File: src/rtl/calc_launcher.sv
// calc_launcher: initiator-side sequencer for one compute engine.
//
// Accepts a job on an upstream valid/ready port, pulses the engine's start,
// waits for a fresh engine valid (rejecting a valid left high by the previous
// job), captures the result with its latency, and hands it downstream on a
// valid/ready port. A job whose result never arrives is aborted after
// TIMEOUT_CYC cycles and reported with rsp_timeout=1 and rsp_data=0.
//
// Ports:
//   clk          rising-edge clock
//   reset        asynchronous active-low reset
//   req_valid    upstream job request          / req_ready   launcher can accept
//   eng_start    single-cycle start pulse to the engine
//   eng_busy     engine busy                   / eng_valid   engine result valid
//   eng_result   engine result (DATA_W)
//   rsp_valid    response available            / rsp_ready   downstream accepts
//   rsp_data     captured result (0 on timeout)
//   rsp_timeout  response is a timeout abort
//   rsp_cycles   cycles from eng_start to valid acceptance (or timeout)
//   idle         launcher is idle
module calc_launcher #(
    parameter int DATA_W      = 32,
    parameter int TIMEOUT_CYC = 4096,
    parameter int CNT_W       = 16
) (
    input  logic              clk,
    input  logic              reset,
    input  logic              req_valid,
    output logic              req_ready,
    output logic              eng_start,
    input  logic              eng_busy,
    input  logic              eng_valid,
    input  logic [DATA_W-1:0] eng_result,
    output logic              rsp_valid,
    input  logic              rsp_ready,
    output logic [DATA_W-1:0] rsp_data,
    output logic              rsp_timeout,
    output logic [CNT_W-1:0]  rsp_cycles,
    output logic              idle
);

    typedef enum logic [1:0] {IDLE, LAUNCH, RUN, HOLD} state_t;

    localparam logic [CNT_W-1:0] TMO_CNT = CNT_W'(TIMEOUT_CYC);

    state_t           state, state_nxt;
    logic [CNT_W-1:0] counter;
    logic             armed;
    logic             in_run;
    logic             complete;
    logic             expire;

    // A valid only counts once the engine has shown it is working on this job
    // (busy seen, or valid seen low since launch). A valid still high from the
    // previous job with busy low is therefore ignored.
    assign in_run   = (state == RUN);
    assign complete = in_run && eng_valid && (armed || eng_busy);
    assign expire   = in_run && !complete && (counter == TMO_CNT);

    // State register
    always_ff @(posedge clk or negedge reset) begin
        if (!reset) state <= IDLE;
        else        state <= state_nxt;
    end

    // Next-state logic
    always_comb begin
        state_nxt = state;
        case (state)
            IDLE:    if (req_valid)           state_nxt = LAUNCH;
            LAUNCH:                           state_nxt = RUN;
            RUN:     if (complete || expire)  state_nxt = HOLD;
            HOLD:    if (rsp_ready)           state_nxt = IDLE;
            default:                          state_nxt = IDLE;
        endcase
    end

    // Combinational outputs decoded from the current state
    always_comb begin
        req_ready = (state == IDLE);
        idle      = (state == IDLE);
    end

    // Datapath and registered handshake outputs. eng_start and rsp_valid are
    // flops loaded from the next state so they are glitch-free and track
    // LAUNCH / HOLD cycle-for-cycle.
    always_ff @(posedge clk or negedge reset) begin
        if (!reset) begin
            eng_start   <= 1'b0;
            rsp_valid   <= 1'b0;
            counter     <= '0;
            armed       <= 1'b0;
            rsp_data    <= '0;
            rsp_timeout <= 1'b0;
            rsp_cycles  <= '0;
        end else begin
            eng_start <= (state_nxt == LAUNCH);
            rsp_valid <= (state_nxt == HOLD);
            case (state)
                IDLE: begin
                    if (req_valid) begin
                        counter <= '0;
                        armed   <= 1'b0;
                    end
                end
                LAUNCH: counter <= CNT_W'(1);
                RUN: begin
                    if (eng_busy || !eng_valid) armed <= 1'b1;
                    // Completion takes priority over a coincident timeout.
                    if (complete) begin
                        rsp_data    <= eng_result;
                        rsp_cycles  <= counter;
                        rsp_timeout <= 1'b0;
                    end else if (expire) begin
                        rsp_data    <= '0;
                        rsp_cycles  <= TMO_CNT;
                        rsp_timeout <= 1'b1;
                    end else begin
                        // RUN always exits at TMO_CNT, so this never wraps.
                        counter <= counter + CNT_W'(1);
                    end
                end
                default: ;
            endcase
        end
    end

endmodule

File: config.mk
export PLATFORM = sky130hd
export DESIGN_NAME = calc_launcher
export DESIGN_NICKNAME = d
export VERILOG_FILES = /design/src/rtl/calc_launcher.sv
export SDC_FILE = /design/constraint.sdc
export NUM_CORES = 1
export LEC_CHECK = 0
export BUFFER_PORTS_ARGS = -buffer_cell sky130_fd_sc_hd__buf_4
export CAP_MARGIN = 20
export CORE_MARGIN = 2
export CORE_UTILIZATION = 52
export CTS_CLUSTER_SIZE = 20
export DETAILED_ROUTE_END_ITERATION = 10
export HOLD_SLACK_MARGIN = 0.08
export PLACE_DENSITY = 0.8
export REMOVE_ABC_BUFFERS = 1
export SLEW_MARGIN = 20
export SYNTH_ARGS = -nofsm -noshare
export SYNTH_HDL_FRONTEND = slang
export SYNTH_SLANG_ARGS = --single-unit
File: constraint.sdc
create_clock -name clk -period 3.25 [get_ports clk]
set_clock_uncertainty 0.1 [all_clocks]
set_input_delay 0.4875 -clock clk [delete_from_list [all_inputs] [get_ports clk]]
set_output_delay 0.4875 -clock clk [all_outputs]
set_load 0.01 [all_outputs]
==> results.cfg <==
[worst_setup_path]
r2r_start = state[0]$_DFF_PN0_
crit_path_start_kind = flop
crit_type = reg2reg
reg2reg_to = counter[9]$_DFFE_PN0P_
crit_required_ns = 3.40
reg2reg_depth = 6
cp-end-kind = flop
cp_max_fo = 50
arrival_ns = 2.81
r2r_setup_slack_ns = 0.59

[detailed_routing]
first_pass_iters = 4
final_antenna_net_count = 0
via_count = 2867
drc_errors = 0
drt_wl_total_um = 7550
vias_per_cell = 5.64
drt-wirelength-per-cell_um = 14.9
first_iter_violations = 186

[logic_synthesis]
synthArstFlopShare_pct = 100
synthesis.area_sq_mm = 0.00320
synth-seq-cells = 70
synth.distinct_cells = 34
synth_cells = 353
syn_area_per_cell_sq_um = 9.07
ys.flop_type = dfrtp_1
synth_edf_count = 0
yosysWarnings = 0
synth-seq-area-share_pct = 54.7

[clock_network]
cts_tree = built
insertion_delay_ns = 0.35
cts_resized = 0
clock-root-buffer = clkbuf_8
clkSlewWorstSetupHoldPaths_ns = 0.07
postCtsSetupBuffers = 0
htreeDepth = 3
cts_buffers = 9
cts_buffer_depth = 2
ctsHoldBuffers = 0
cts.sinks = 70

[timing]
setup_slack_ns = 0.594
tightest_slew_ns = 0.859
hold_viol_final = 0
min_period_ns = 2.66
rsz0062_at_grt = false
maxSlewHeadroom_pct = 42.7
fmax_mhz = 376
finalMaxSlewViolations = 0
hold_ws_ns = 0.136
tns_ns = 0
min_period_over_period_pct = 81.7
setup_viol = 0

[placed_design]
dp_hpwl_um = 4990
port_buffers = 90
gp_congestion = 0.850
dp_slack_ns = 0.635

[die]
die_y_um = 82.5
num_rows = 28
dieArea_sq_mm = 0.00680
die_w_um = 82.5
ios = 91
core_sq_mm = 0.00592
start_util_pct = 54.1

[grt]
grt_pass1_vias = 2661
grt_overflow_total = 0
grt_pass1_wl_um = 11800
grt_max_degree = 71
antenna_found_initial = 0
gr-usage-all-layers_pct = 23.0

[final_layout]
drive_gt1_share_pct = 25.9
diodes = 0
n_fill_cell = 484
post-route-util_pct = 69.3
final_net_count = 473
layout_commonest_cell = nand2_1
mostFrequentLayoutCells = 103 x nand2_1, 93 x buf_4, 70 x dfrtp_1
syn_to_final_growth_pct = 28.3

[flow_run]
drv_cap = 0

[pwr]
vdd_ir_drop_max_v = 0.000560
powerDensity_mw_per_mm2 = 806
leakage_nw = 1.95

[outcome]
status = finished, final reports clean

[hold_path]
hold_path.class = in2async
power by group:
group / internal [mW] / switching, mW / leakage [nW] / total (mW)
Combinational: 0.576 / 0.650 / 0.929 / 1.23
Clock: 0.431 / 0.329 / 0.106 / 0.759
Sequential: 1.16 / 0.165 / 0.916 / 1.32
Total: 2.16 / 1.14 / 1.95 / 3.31
how the worst max path moves through the flow:
stage / start / to / slack (ns) / cells past startpoint
floorplan: eng_busy / rsp_cycles[12]$_DFFE_PN0P_ / 0.43 / 3
global placement: eng_busy / counter[9]$_DFFE_PN0P_ / 0.66 / 5
detailed placement: eng_busy / counter[9]$_DFFE_PN0P_ / 0.63 / 5
CTS: state[0]$_DFF_PN0_ / counter[9]$_DFFE_PN0P_ / 0.61 / 6
global route: state[0]$_DFF_PN0_ / rsp_valid$_DFF_PN0_ / 0.45 / 7
finish: state[0]$_DFF_PN0_ / counter[9]$_DFFE_PN0P_ / 0.59 / 6
Yosys cell counts, drive strengths merged (4+ instances only):
master	instances	share of area, %
o31ai	17	4.0
nand2	103	12
nor2	5	0.59
dfrtp	70	55
nand3	8	1.3
or4	5	1.2
or3	4	0.78
inv	6	0.70
clkbuf	22	2.6
buf	8	1.3
ha	7	2.7
o21ai	52	8.1
a21oi	12	1.9
flip-flops by register name, summed over array words and instances (netlist names):
signal,flops
rsp_data,32
rsp_timeout,1
rsp_valid,1
counter,16
state,2
rsp_cycles,16
armed,1
eng_start,1
kinds of logic after synthesis:
logic type / share of synthesized area (%)
DFF: 54.7
AOI/OAI and AO/OA: 17.8
adders and majority gates: 2.74
buffers and inverters: 4.53
and+or+nand+nor: 20.2
critical path: stages (launching register included):
cell and delay, ns:
dfrtp_1 0.38, inv_1 0.12, ha_1 0.25, o211a_4 0.31, or3_1 0.53, or3_1 0.51
o41ai_2 0.33
layout make-up:
type	instances	area, sq um	share of cell area [%]
tap	75	93.8	2.29
inverter	6	22.5	0.549
clock inverter	6	86.3	2.10
multi-input combinational	247	1310	31.8
sequential	70	1750	42.7
timing repair buffer	94	718	17.5
clock buffer	10	128	3.11
per-layer routing:
metal / track usage (%) / routed length (um) / up-vias
li1: - / - / 1365
met1: 29.2 / 3290 / 1400
met2: 37.5 / 3590 / 93
met3: 6.09 / 569 / 9
met4: 9.50 / 94 / 0
met5: 0 / 0 / -
metrics by stage:
step	total power [mW]	cells	instance area, sq um
after global placement	2.51	492	3890
after floorplan	1.91	323	3080
after CTS	3.33	508	4110
after global routing	3.55	508	4110
final	3.31	508	4110
after detailed placement	2.57	492	3890
No activity file was read; power rests on OpenSTA's default activity.
